==> src/rtl/rvb_issue_port_if.sv <==
// Handshake bundle between the upstream requester, the issue port and the functional unit.
// The slave view belongs to rvb_issue_port; the master view is the surrounding environment.
interface rvb_issue_port_if #(
  parameter int XLEN = 32
);
  logic            req_valid;
  logic            req_ready;
  logic [31:0]     req_insn;
  logic [XLEN-1:0] req_rs1;
  logic [XLEN-1:0] req_rs2;
  logic [XLEN-1:0] req_rs3;

  logic            fu_din_valid;
  logic            fu_din_ready;
  logic [XLEN-1:0] fu_rs1;
  logic [XLEN-1:0] fu_rs2;
  logic [XLEN-1:0] fu_rs3;
  logic            fu_insn3;
  logic            fu_insn14;
  logic            fu_insn26;
  logic            fu_insn27;
  logic            fu_insn29;
  logic            fu_insn30;

  logic            fu_dout_valid;
  logic            fu_dout_ready;
  logic [XLEN-1:0] fu_dout_rd;

  logic            rsp_valid;
  logic            rsp_ready;
  logic [XLEN-1:0] rsp_rd;
  logic [7:0]      rsp_tag;

  logic            busy;
  logic            err;

  modport slave (
    input  req_valid, req_insn, req_rs1, req_rs2, req_rs3,
    input  fu_din_ready, fu_dout_valid, fu_dout_rd, rsp_ready,
    output req_ready, fu_din_valid, fu_rs1, fu_rs2, fu_rs3,
    output fu_insn3, fu_insn14, fu_insn26, fu_insn27, fu_insn29, fu_insn30,
    output fu_dout_ready, rsp_valid, rsp_rd, rsp_tag, busy, err
  );

  modport master (
    output req_valid, req_insn, req_rs1, req_rs2, req_rs3,
    output fu_din_ready, fu_dout_valid, fu_dout_rd, rsp_ready,
    input  req_ready, fu_din_valid, fu_rs1, fu_rs2, fu_rs3,
    input  fu_insn3, fu_insn14, fu_insn26, fu_insn27, fu_insn29, fu_insn30,
    input  fu_dout_ready, rsp_valid, rsp_rd, rsp_tag, busy, err
  );
endinterface

==> src/rtl/rvb_issue_port.sv <==
// Issue port: registers requests into a functional unit with a credit limit of OSTD
// operations, tags them in order and returns results through a single response register.
module rvb_issue_port #(
  parameter int XLEN = 32,
  parameter int OSTD = 4
) (
  input logic          clock,
  input logic          reset,
  rvb_issue_port_if.slave bus
);
  localparam int PTR_W = $clog2(OSTD);
  localparam int CNT_W = $clog2(OSTD) + 1;
  localparam int CMP_W = CNT_W + 1;
  localparam int INSN_POS [6] = '{3, 14, 26, 27, 29, 30};

  logic            issue_valid_reg;
  logic [XLEN-1:0] rs1_reg, rs2_reg, rs3_reg;
  logic [5:0]      insn_bits_reg;
  logic [7:0]      issue_tag_reg;
  logic [CNT_W-1:0] inflight_reg;
  logic [7:0]      seq_reg;
  logic [PTR_W-1:0] wr_ptr_reg, rd_ptr_reg;
  logic [7:0]      tag_mem [OSTD];
  logic            rsp_valid_reg;
  logic [XLEN-1:0] rsp_rd_reg;
  logic [7:0]      rsp_tag_reg;
  logic            err_reg;

  logic            accept, din_hs, dout_fire, dout_hs, spurious, idle;
  logic            req_ready_int, dout_ready_int;
  logic [CMP_W-1:0] credit_used, credit_limit;
  logic [5:0]      insn_sel;
  logic            unused_insn;

  // Bit 3 only has meaning for 64-bit operation; other instruction bits are not needed here.
  genvar gi;
  generate
    for (gi = 0; gi < 6; gi++) begin : g_insn
      if (gi == 0 && XLEN != 64) begin : g_zero
        assign insn_sel[gi] = 1'b0;
      end else begin : g_pass
        assign insn_sel[gi] = bus.req_insn[INSN_POS[gi]];
      end
    end
  endgenerate
  assign unused_insn = ^bus.req_insn;

  always_comb begin
    idle           = (inflight_reg == '0);
    dout_ready_int = reset && (!rsp_valid_reg || bus.rsp_ready || idle);
    dout_fire      = bus.fu_dout_valid && dout_ready_int;
    dout_hs        = dout_fire && !idle;
    spurious       = dout_fire && idle;
    din_hs         = issue_valid_reg && bus.fu_din_ready;
    // A held issue register already owns a credit; a retiring result frees one this cycle.
    credit_used    = CMP_W'(inflight_reg) + CMP_W'(issue_valid_reg);
    credit_limit   = CMP_W'(OSTD) + CMP_W'(dout_hs);
    req_ready_int  = reset && (!issue_valid_reg || bus.fu_din_ready) &&
                     (credit_used < credit_limit);
    accept         = bus.req_valid && req_ready_int;
  end

  always_ff @(posedge clock) begin
    if (!reset) begin
      issue_valid_reg <= 1'b0;
      rs1_reg         <= '0;
      rs2_reg         <= '0;
      rs3_reg         <= '0;
      insn_bits_reg   <= '0;
      issue_tag_reg   <= '0;
      inflight_reg    <= '0;
      seq_reg         <= '0;
      wr_ptr_reg      <= '0;
      rd_ptr_reg      <= '0;
      rsp_valid_reg   <= 1'b0;
      rsp_rd_reg      <= '0;
      rsp_tag_reg     <= '0;
      err_reg         <= 1'b0;
    end else begin
      if (accept) begin
        issue_valid_reg <= 1'b1;
        rs1_reg         <= bus.req_rs1;
        rs2_reg         <= bus.req_rs2;
        rs3_reg         <= bus.req_rs3;
        insn_bits_reg   <= insn_sel;
        issue_tag_reg   <= seq_reg;
        seq_reg         <= seq_reg + 8'd1;
      end else if (din_hs) begin
        issue_valid_reg <= 1'b0;
      end

      if (din_hs) wr_ptr_reg <= wr_ptr_reg + PTR_W'(1);
      if (dout_hs) rd_ptr_reg <= rd_ptr_reg + PTR_W'(1);

      case ({din_hs, dout_hs})
        2'b10:   inflight_reg <= inflight_reg + CNT_W'(1);
        2'b01:   inflight_reg <= inflight_reg - CNT_W'(1);
        default: inflight_reg <= inflight_reg;
      endcase

      // Completion is in order, so the FIFO head always names the returning result.
      if (dout_hs) begin
        rsp_valid_reg <= 1'b1;
        rsp_rd_reg    <= bus.fu_dout_rd;
        rsp_tag_reg   <= tag_mem[rd_ptr_reg];
      end else if (bus.rsp_ready) begin
        rsp_valid_reg <= 1'b0;
      end

      if (spurious) err_reg <= 1'b1;
    end
  end

  // Tag storage needs no reset: the pointers alone define which entries are live.
  always_ff @(posedge clock) begin
    if (din_hs) tag_mem[wr_ptr_reg] <= issue_tag_reg;
  end

  assign bus.req_ready     = req_ready_int;
  assign bus.fu_din_valid  = issue_valid_reg;
  assign bus.fu_rs1        = rs1_reg;
  assign bus.fu_rs2        = rs2_reg;
  assign bus.fu_rs3        = rs3_reg;
  assign bus.fu_insn3      = insn_bits_reg[0];
  assign bus.fu_insn14     = insn_bits_reg[1];
  assign bus.fu_insn26     = insn_bits_reg[2];
  assign bus.fu_insn27     = insn_bits_reg[3];
  assign bus.fu_insn29     = insn_bits_reg[4];
  assign bus.fu_insn30     = insn_bits_reg[5];
  assign bus.fu_dout_ready = dout_ready_int;
  assign bus.rsp_valid     = rsp_valid_reg;
  assign bus.rsp_rd        = rsp_rd_reg;
  assign bus.rsp_tag       = rsp_tag_reg;
  assign bus.busy          = issue_valid_reg || rsp_valid_reg || !idle;
  assign bus.err           = err_reg;
endmodule
==> src/flat_wrapper.sv <==
// flat-port wrapper written by rule: the top's interface ports become plain ports
module rvb_issue_port_flat 
#(
  parameter int XLEN = 32,
  parameter int OSTD = 4
)
  (clock, reset, bus_req_valid, bus_req_insn, bus_req_rs1, bus_req_rs2, bus_req_rs3, bus_fu_din_ready, bus_fu_dout_valid, bus_fu_dout_rd, bus_rsp_ready, bus_req_ready, bus_fu_din_valid, bus_fu_rs1, bus_fu_rs2, bus_fu_rs3, bus_fu_insn3, bus_fu_insn14, bus_fu_insn26, bus_fu_insn27, bus_fu_insn29, bus_fu_insn30, bus_fu_dout_ready, bus_rsp_valid, bus_rsp_rd, bus_rsp_tag, bus_busy, bus_err);
  rvb_issue_port_if #(.XLEN(XLEN)) bus_i ();
  input logic clock;
  input logic reset;
  input wire logic [$bits(bus_i.req_valid)-1:0] bus_req_valid;
  input wire logic [$bits(bus_i.req_insn)-1:0] bus_req_insn;
  input wire logic [$bits(bus_i.req_rs1)-1:0] bus_req_rs1;
  input wire logic [$bits(bus_i.req_rs2)-1:0] bus_req_rs2;
  input wire logic [$bits(bus_i.req_rs3)-1:0] bus_req_rs3;
  input wire logic [$bits(bus_i.fu_din_ready)-1:0] bus_fu_din_ready;
  input wire logic [$bits(bus_i.fu_dout_valid)-1:0] bus_fu_dout_valid;
  input wire logic [$bits(bus_i.fu_dout_rd)-1:0] bus_fu_dout_rd;
  input wire logic [$bits(bus_i.rsp_ready)-1:0] bus_rsp_ready;
  output wire logic [$bits(bus_i.req_ready)-1:0] bus_req_ready;
  output wire logic [$bits(bus_i.fu_din_valid)-1:0] bus_fu_din_valid;
  output wire logic [$bits(bus_i.fu_rs1)-1:0] bus_fu_rs1;
  output wire logic [$bits(bus_i.fu_rs2)-1:0] bus_fu_rs2;
  output wire logic [$bits(bus_i.fu_rs3)-1:0] bus_fu_rs3;
  output wire logic [$bits(bus_i.fu_insn3)-1:0] bus_fu_insn3;
  output wire logic [$bits(bus_i.fu_insn14)-1:0] bus_fu_insn14;
  output wire logic [$bits(bus_i.fu_insn26)-1:0] bus_fu_insn26;
  output wire logic [$bits(bus_i.fu_insn27)-1:0] bus_fu_insn27;
  output wire logic [$bits(bus_i.fu_insn29)-1:0] bus_fu_insn29;
  output wire logic [$bits(bus_i.fu_insn30)-1:0] bus_fu_insn30;
  output wire logic [$bits(bus_i.fu_dout_ready)-1:0] bus_fu_dout_ready;
  output wire logic [$bits(bus_i.rsp_valid)-1:0] bus_rsp_valid;
  output wire logic [$bits(bus_i.rsp_rd)-1:0] bus_rsp_rd;
  output wire logic [$bits(bus_i.rsp_tag)-1:0] bus_rsp_tag;
  output wire logic [$bits(bus_i.busy)-1:0] bus_busy;
  output wire logic [$bits(bus_i.err)-1:0] bus_err;
  assign bus_i.req_valid = bus_req_valid;
  assign bus_i.req_insn = bus_req_insn;
  assign bus_i.req_rs1 = bus_req_rs1;
  assign bus_i.req_rs2 = bus_req_rs2;
  assign bus_i.req_rs3 = bus_req_rs3;
  assign bus_i.fu_din_ready = bus_fu_din_ready;
  assign bus_i.fu_dout_valid = bus_fu_dout_valid;
  assign bus_i.fu_dout_rd = bus_fu_dout_rd;
  assign bus_i.rsp_ready = bus_rsp_ready;
  assign bus_req_ready = bus_i.req_ready;
  assign bus_fu_din_valid = bus_i.fu_din_valid;
  assign bus_fu_rs1 = bus_i.fu_rs1;
  assign bus_fu_rs2 = bus_i.fu_rs2;
  assign bus_fu_rs3 = bus_i.fu_rs3;
  assign bus_fu_insn3 = bus_i.fu_insn3;
  assign bus_fu_insn14 = bus_i.fu_insn14;
  assign bus_fu_insn26 = bus_i.fu_insn26;
  assign bus_fu_insn27 = bus_i.fu_insn27;
  assign bus_fu_insn29 = bus_i.fu_insn29;
  assign bus_fu_insn30 = bus_i.fu_insn30;
  assign bus_fu_dout_ready = bus_i.fu_dout_ready;
  assign bus_rsp_valid = bus_i.rsp_valid;
  assign bus_rsp_rd = bus_i.rsp_rd;
  assign bus_rsp_tag = bus_i.rsp_tag;
  assign bus_busy = bus_i.busy;
  assign bus_err = bus_i.err;
  rvb_issue_port #(.XLEN(XLEN), .OSTD(OSTD)) u_core (.clock(clock), .reset(reset), .bus(bus_i));
endmodule
==> config.mk <==
export PLATFORM = sky130hd
export DESIGN_NAME = rvb_issue_port_flat
export DESIGN_NICKNAME = d
export VERILOG_FILES = /design/src/rtl/rvb_issue_port_if.sv /design/src/rtl/rvb_issue_port.sv /design/src/flat_wrapper.sv
export SDC_FILE = /design/constraint.sdc
export NUM_CORES = 1
export LEC_CHECK = 0
export CAP_MARGIN = 20
export CORE_ASPECT_RATIO = 1.4
export CORE_MARGIN = 2
export CORE_UTILIZATION = 40
export DETAILED_ROUTE_END_ITERATION = 10
export MAX_ROUTING_LAYER = met4
export PLACE_DENSITY = 0.76
export RECOVER_POWER = 50
export REMOVE_ABC_BUFFERS = 1
export SLEW_MARGIN = 0
export SYNTH_ARGS = -nofsm -noshare
export SYNTH_HDL_FRONTEND = slang
export SYNTH_SLANG_ARGS = --single-unit
==> constraint.sdc <==
create_clock -name clock -period 4.9 [get_ports clock]
set_input_delay 1.47 -clock clock [delete_from_list [all_inputs] [get_ports clock]]
set_output_delay 1.47 -clock clock [all_outputs]
set_load 0.01 [all_outputs]
Word-level counts from Yosys, hierarchy flattened

Memory sizes are Yosys's and may differ from the RTL's. A register that Yosys moved wholly into a read port is not among the register bits.
Index checks and enable logic that the tools add are counted.

Memories kept: 1
Register bits after elaboration: 159
Logic and storage cells: 52
RAM bits: 32
Input port bits: 166

Add/subtract/negate cells: 7
Multiplexer cells: 7
$lt $le $gt $ge: 1
Reductions and logical operators: 21
Equal/unequal tests: 2

Memory list:

| memory         | words | bits a word | rd ports | clocked after Yosys merged registers in | write ports | line                 | RTL |
|---|---|---|---|---|---|---|---|
| u_core.tag_mem | 4     | 8           | 1        | 1                                       | 1           | rvb_issue_port.sv:23 | `logic [7:0] tag_mem [OSTD];` |

Operators by type and width:

| kind                | number |
|---|---|
| $add 8x1->8 const B | 1 |
| $logic_and 1x1->1   | 8 |
| $mux 1              | 6 |
| $pmux 3 s2          | 1 |
| $reduce_bool 2->1   | 3 |
| $logic_or 1x1->1    | 5 |
| $add 2x1->2 const B | 2 |
| $add 3x1->4         | 1 |
| $add 3x1->4 const A | 1 |
| $logic_not 1->1     | 4 |
| $lt 4x4->1          | 1 |
| $add 3x1->3 const B | 1 |
| $logic_not 3->1     | 1 |
| $sub 3x1->3 const B | 1 |
| $eq 2x1->1 const B  | 1 |
| $eq 2x2->1 const B  | 1 |

Depth between registers and ports, before layout

Gate-level depths: netlist (run 1).

Depth after elaboration: 11
Gate-level depth with buffers: 10
Gate-level depth less buffers: 9

Worst setup path after synthesis (run 1)

No wires, ideal clock.

Path kind: input to output
Start point: input reset
End point: output bus_req_ready
Buffers on the path: 2
Stages: 5
Data arrival time: 2481 ps
Slack: 949 ps
Required time: 3430 ps
Cells stage by stage: inv_2 -> o41a_1 -> buf_2 -> clkbuf_1 -> nor2_1

Longest elaborated chain between the ends: 6

RTL lines:

| element               | line                 | RTL |
|---|---|---|
| start: declaration    | flat_wrapper.sv:10   | `input logic reset;` |
| $logic_and 1x1->1     | rvb_issue_port.sv:50 | `dout_ready_int = reset && (!rsp_valid_reg \|\| bus.rsp_ready \|\| idle);` |
| $logic_and 1x1->1     | rvb_issue_port.sv:51 | `dout_fire = bus.fu_dout_valid && dout_ready_int;` |
| $logic_and 1x1->1     | rvb_issue_port.sv:52 | `dout_hs = dout_fire && !idle;` |
| $add 3x1->4           | rvb_issue_port.sv:57 | `credit_limit = CMP_W'(OSTD) + CMP_W'(dout_hs);` |
| $lt 4x4->1            | rvb_issue_port.sv:59 | `(credit_used < credit_limit);` |
| $logic_and 1x1->1 (*) | rvb_issue_port.sv:58 | `req_ready_int = reset && (!issue_valid_reg \|\| bus.fu_din_ready) &&` |
| end: declaration      | flat_wrapper.sv:20   | `output wire logic [$bits(bus_i.req_ready)-1:0] bus_req_ready;` |

Mark *: on every way between the ends. The rest lies on a longest branch, timed or not.

Worst setup path in the final report (run 1)

Start point: input bus_fu_dout_valid
End point: output bus_req_ready

Longest elaborated chain between the ends: 5

RTL lines:

| element            | line                 | RTL |
|---|---|---|
| start: declaration | flat_wrapper.sv:17   | `input wire logic [$bits(bus_i.fu_dout_valid)-1:0] bus_fu_dout_valid;` |
| $logic_and 1x1->1  | rvb_issue_port.sv:51 |  |
| $logic_and 1x1->1  | rvb_issue_port.sv:52 |  |
| $add 3x1->4        | rvb_issue_port.sv:57 |  |
| $lt 4x4->1         | rvb_issue_port.sv:59 |  |
| $logic_and 1x1->1  | rvb_issue_port.sv:58 |  |

No other way between the ends.

==> metrics.yaml, run 1 <==
rows: 59
slowest_stage: "clkdlybuf4s50_1"
power.switching_mw: 0.812
netlist_area_sq_um: 7570
wl_per_cell_um: 16.0
first_pass_iters: 5
routabilityCongestion: 0.800
syn2layout_area_growth_pct: 47.3
drive_above_1_share: 0.0529
placed_cells: 1291
status: "complete, but fails checks"
die-area_sq_um: 20100
violations: "capacitance limit, slew limit"
path_delay_family: "buffers and inverters"
ant_nets: 0
pre_cts_ws_ps: 122
drc_errors: 0
worst-setup-path-type: "primary input to primary output"
tightest_slew_ps: 1810
antenna_found_initial: 1
initial_core_util: 0.407
leakage_nw: 4.28
clkPwrFrac: 0.401
cts_resized: 0
clkTransAtPathRegs_ps: 60
r2r-start: "u_core.bus.fu_din_valid"
holdWs_ps: 449
clock_skew_ps: 11.7
switching_share: 0.228
vias: 6900
hold_depth: 2
cp-start-kind: "primary input"
die_w_um: 120
timing.rr.end: "u_core.seq_reg[7]"
layout.nets: 1241
ioPinCount: 314
setup.worst_path.start: "bus_fu_dout_valid"
drt-initial-drc-count: 440
internal_power_mw: 2.76
fp.coreArea_sq_um: 18600
grt_pass1_vias: 6648
hold_end: "u_core.bus.rsp_rd[4]"
period_needed_ps: 4770
mostFrequentLayoutCells: "192 x clkdlybuf4s50_1, 167 x dfxtp_1, 141 x nand3_1, 120 x a21oi_1, 105 x o21ai_0"
hold_viol_final: 0
p_total_mw: 3.57
fin_cells: 1323
reg2reg_slack_ps: 1910
path_max_fanout: 3
period_share: 0.973
synthFlopType: "dfxtp_1"
cp_data_required_time_ps: 3430
clockBufferDepth: 2
synth_cell_types: 38
final_common_cell: "clkdlybuf4s50_1"
maxSlewHeadroom: -0.205
ys_seq_elements: 199
cp_num_buf_inv: 2
synth_edf_count: 32
fin_ws_ps: 132
cp-end-kind: "primary output"
final_max_slew_viol_count: 42
grt_usage: 0.215
cts_tree: "done"
async_reset_ff_frac: 0
die_h_um: 167
clock_latency_ps: 430
hpwl_mm: 13.9
grt_pass1_wl_mm: 33.8
cts_buffers: 17
synthCells: 824
cp_cell_sequence: "clkdlybuf4s50_1, o31ai_1, o41a_2, nor2_1, clkdlybuf4s50_1"
combPwrFrac: 0.111
cp_slowest_stage_delay_ps: 600
crit_top_cell: "clkdlybuf4s50_1"
cts_hold_buf: 0
grt_max_degree: 112
cts_max_level: 4
overflow: 0
rsz0062_at_grt: "no"
arrival_ps: 3300
seq_power_share: 0.487
hp-start: "u_core.bus.rsp_rd[4]"
ys_warn_count: 0
clockRootBuffer: "clkbuf_16"
cts_sinks: 199
synth_seq_area_share: 0.568
io_buffers: 285
max_freq_mhz: 210
maxCapViolCount: 1
reg2regPathDepth: 7
vias_per_cell: 5.22
post_cts_buffers: 0
worst_hold_path_type: "flip-flop to flip-flop"
syn_avg_cell_area_sq_um: 9.19
setup_violations: 0
power_density_nw_per_um2: 320
wl_mm: 21.2
ir_drop_mv: 0.249
[worst reg2reg max path, delay by kind of cell (launching register included)]
| family | cells | cell delay, ps |
|---|---|---|
| compound gates | 1 | 420 |
| flops | 1 | 500 |
| fa+ha+maj | 2 | 450 |
| mux | 1 | 220 |
| simple gates | 2 | 920 |
| buf+inv | 1 | 410 |
[per-layer routing]
layer / track usage / vias up / wire [um]
met5: - / - / 0
met4: 0.0794 / 0 / 574
met3: 0.0685 / 34 / 1660
met2: 0.355 / 269 / 10600
met1: 0.244 / 3204 / 8410
li1: - / 3393 / -
[how the worst max path moves through the flow]
stage                         endpoint  slack (ps)  depth (start not counted)
3_3_place_gp             bus_req_ready         110                          5
4_1_cts                  bus_req_ready         110                          5
5_1_grt                  bus_req_ready          40                          5
6_report                 bus_req_ready         130                          5
3_5_place_dp             bus_req_ready         120                          5
2_1_floorplan  u_core.issue_tag_reg[0]       -3430                          4
[power by group through the flow]
stage | registers (mW) | clock network, mW | logic, mW
finish | 1.74 | 1.43 | 0.397
CTS | 1.74 | 1.47 | 0.411
global route | 1.75 | 1.53 | 0.430
detailed placement | 1.78 | 0 | 0.408
floorplan | 1.80 | 0 | 0.117
global placement | 1.77 | 0 | 0.405
[area by class of cell]
cell class | instances | area, sq um
antenna | 1 | 2.50
clock buffer | 22 | 495
clock inverter | 9 | 110
fill | 1599 | 7440
inverter | 9 | 36.3
multi-input combinational | 541 | 2950
sequential | 199 | 4300
tap | 244 | 305
timing repair buffer | 298 | 2950
[cells in the mapped netlist, drive strengths merged, types with 3 or more instances]
library cell    n  area (sq um)
nand2b          3          18.8
mux4            8           180
and3            4          25.0
o21ai         105           526
inv             8          30.0
edfxtp         32           961
nand3         141           706
xor2            4          35.0
clkbuf         61           229
a21oi         120           601
ha              8           100
nor2           12          45.0
buf            14          68.8
dfxtp         167          3340
nand2          99           372
nand4           3          18.8
mux2i          11           110
[cell families (layout without fill, tap and decap cells)]
kind of cell,count (synthesis),after routing,share of synthesized area
compound gates,231,231,0.157
mux,19,19,0.0383
other cells,1,2,0.000495
flops,199,199,0.568
simple gates,275,275,0.170
buf+inv,84,338,0.0438
xor+xnor,6,6,0.00694
fa+ha+maj,9,9,0.0159
[metrics by stage]
step                setup TNS [ps]  cell area, sq um   util
global placement                 0             10600  0.567
finish                           0             11200  0.600
CTS                              0             11200  0.600
detailed placement               0             10600  0.567
floorplan                  -243190              7280      -
global route                     0             11200  0.600
Note: power is estimated with default switching activity, not from simulation.
==> run 2, diff against run 1 <==
- CORE_UTILIZATION: 40 -> 46
- CTS_CLUSTER_SIZE: not set -> 25
- PLACE_DENSITY: 0.76 -> 0.85
==> run 2 against run 1 <==
  * Cell area fell by 0.31%
  * Clock skew down 3.0 ps
  * Sequential cell count stayed put
  * Worst hold slack barely moved
  * Wire length is 2.0% higher
  * Critical path depth did not move
  * Power up 2.3%
  * Via count up 1.4%
  * Worst setup slack better by 150 ps
  * The run still ends with capacitance limit, slew limit left
  * Sequential power barely moved
  * Fmax increased by 3.3%
  * Final cell count down 3.5%
==> metrics.yaml, run 2 (synthesis gave the netlist of run 1 again) <==
status: "complete, but fails checks"
violations: "capacitance limit, slew limit"
cp_data_required_time_ps: 3430  # about the same
maxCapViolCount: 2  # +1
wl_per_cell_um: 17.0  # +5.7%
rsz0062_at_grt: "no"
cts_buffers: 17  # unchanged
mostFrequentLayoutCells: "203 x clkdlybuf4s50_1, 167 x dfxtp_1, 141 x nand3_1, 120 x a21oi_1, 105 x o21ai_0"
r2r-start: "u_core.bus.fu_din_valid"
hp-start: "u_core.bus.rsp_rd[18]"
cts_resized: 0  # unchanged
worst_hold_path_type: "flip-flop to flip-flop"
hpwl_mm: 14.3  # +2.7%
cp-end-kind: "primary output"
hold_end: "u_core.bus.rsp_rd[18]"
worst-setup-path-type: "primary input to primary output"
cp-start-kind: "primary input"
drive_above_1_share: 0.0529  # about the same
ir_drop_mv: 0.228  # -8.2%
fin_ws_ps: 284  # +152 ps
fin_cells: 1277  # -3.5%
arrival_ps: 3150  # -150 ps
cp_slowest_stage_delay_ps: 590  # about the same
hold_depth: 2  # unchanged
slowest_stage: "dlygate4sd3_1"
rows: 55  # -6.8%
p_total_mw: 3.65  # +2.3%
cts_max_level: 4  # unchanged
wl_mm: 21.7  # +2.0%
combPwrFrac: 0.109  # -0.002
clock_skew_ps: 8.73  # -3.01 ps
maxSlewHeadroom: -0.349  # -0.144
die-area_sq_um: 17500  # -13%
hold_viol_final: 0  # unchanged
period_share: 0.942  # -0.0310
reg2regPathDepth: 7  # unchanged
reg2reg_slack_ps: 1850  # -60 ps
vias: 6998  # +1.4%
cp_cell_sequence: "dlygate4sd3_1, o31ai_1, o41a_2, nor2_1, buf_12"
grt_max_degree: 112  # unchanged
setup_violations: 0  # unchanged
drt-initial-drc-count: 497  # +13%
grt_pass1_vias: 6873  # +3.4%
power_density_nw_per_um2: 328  # +2.6%
clockRootBuffer: "clkbuf_16"
timing.rr.end: "u_core.seq_reg[6]"
die_h_um: 156  # -6.6%
finalSetupTns_ps: 0  # unchanged
antenna_found_initial: 1  # unchanged
vias_per_cell: 5.48  # +5.1%
max_freq_mhz: 217  # +3.3%
layout.nets: 1239  # -0.16%
path_delay_family: "buffers and inverters"
grt_usage: 0.254  # +0.0385
cts_sinks: 199  # unchanged
overflow: 0  # unchanged
clkPwrFrac: 0.413  # +0.012
clkTransAtPathRegs_ps: 70  # about the same
syn2layout_area_growth_pct: 46.9
final_max_slew_viol_count: 138  # +230%
drc_errors: 0  # unchanged
power.switching_mw: 0.841  # +3.5%
die_w_um: 112  # -6.5%
clockBufferDepth: 2  # unchanged
switching_share: 0.230  # +0.00274
dpl-instance-area_sq_um: 10500  # -0.58%
cp_num_buf_inv: 2  # unchanged
post_cts_buffers: 0  # unchanged
cp.depth: 5  # unchanged
placed_cells: 1244  # -3.6%
fp.coreArea_sq_um: 16200  # -13%
cts_hold_buf: 0  # unchanged
ant_nets: 0  # unchanged
leakage_nw: 4.24  # -0.80%
io_buffers: 285  # unchanged
initial_core_util: 0.468  # +0.0612
ioPinCount: 314  # unchanged
clock_latency_ps: 430  # about the same
period_needed_ps: 4620  # -152 ps
internal_power_mw: 2.81  # +1.9%
path_max_fanout: 3  # unchanged
final_common_cell: "clkdlybuf4s50_1"
pre_cts_ws_ps: 393  # +271 ps
seq_power_share: 0.477  # -0.010
cts_tree: "done"
routabilityCongestion: 0.804  # +0.45%
first_pass_iters: 5  # unchanged
grt_pass1_wl_mm: 34.7  # +2.8%
stdcell_area_sq_um: 11100  # -0.31%
tightest_slew_ps: 2020  # +216 ps
## run 2: final cells by class
class                      instances  area, sq um
tap                              199          249
timing repair buffer             296         2950
fill                            1201         5050
clock buffer                      19          443
sequential                       199         4300
antenna                            1         2.50
clock inverter                    13          190
inverter                           9         36.3
multi-input combinational        541         2950
## run 2: routing by layer
metal	GRT usage	vias to the layer above	wire length, um
li1	-	3386	-
met1	0.283	3308	8390
met2	0.424	268	10900
met3	0.0936	36	1870
met4	0.0825	0	509
met5	-	-	0
## run 2: worst register-to-register path: cells and delay by family (launching register included)
| kind | cells | cell delay [ps] |
|---|---|---|
| flops | 1 | 500 |
| buf+inv | 1 | 410 |
| compound gates | 2 | 590 |
| simple gates | 2 | 1000 |
| fa+ha+maj | 2 | 460 |
## run 2: worst max path at each step
stage	end	from	slack [ps]
floorplan	u_core.issue_tag_reg[0]	reset	-3430
global placement	bus_req_ready	bus_fu_dout_valid	380
detailed placement	bus_req_ready	bus_fu_dout_valid	390
CTS	bus_req_ready	bus_fu_dout_valid	380
global route	bus_req_ready	bus_fu_dout_valid	230
finish	bus_req_ready	bus_fu_dout_valid	280
## run 2: metrics by stage
stage	hold WS, ps	util
after detailed placement	445	0.649
after floorplan	452	-
after global routing	480	0.688
after global placement	441	0.649
after CTS	457	0.688
final	449	0.688
## run 2: power by group through the flow
stage               Clock (mW)  Sequential (mW)  Combinational [mW]
floorplan                    0             1.80               0.117
global placement             0             1.78               0.403
detailed placement           0             1.78               0.407
CTS                       1.54             1.74               0.410
global route              1.61             1.75               0.432
finish                    1.51             1.74               0.400
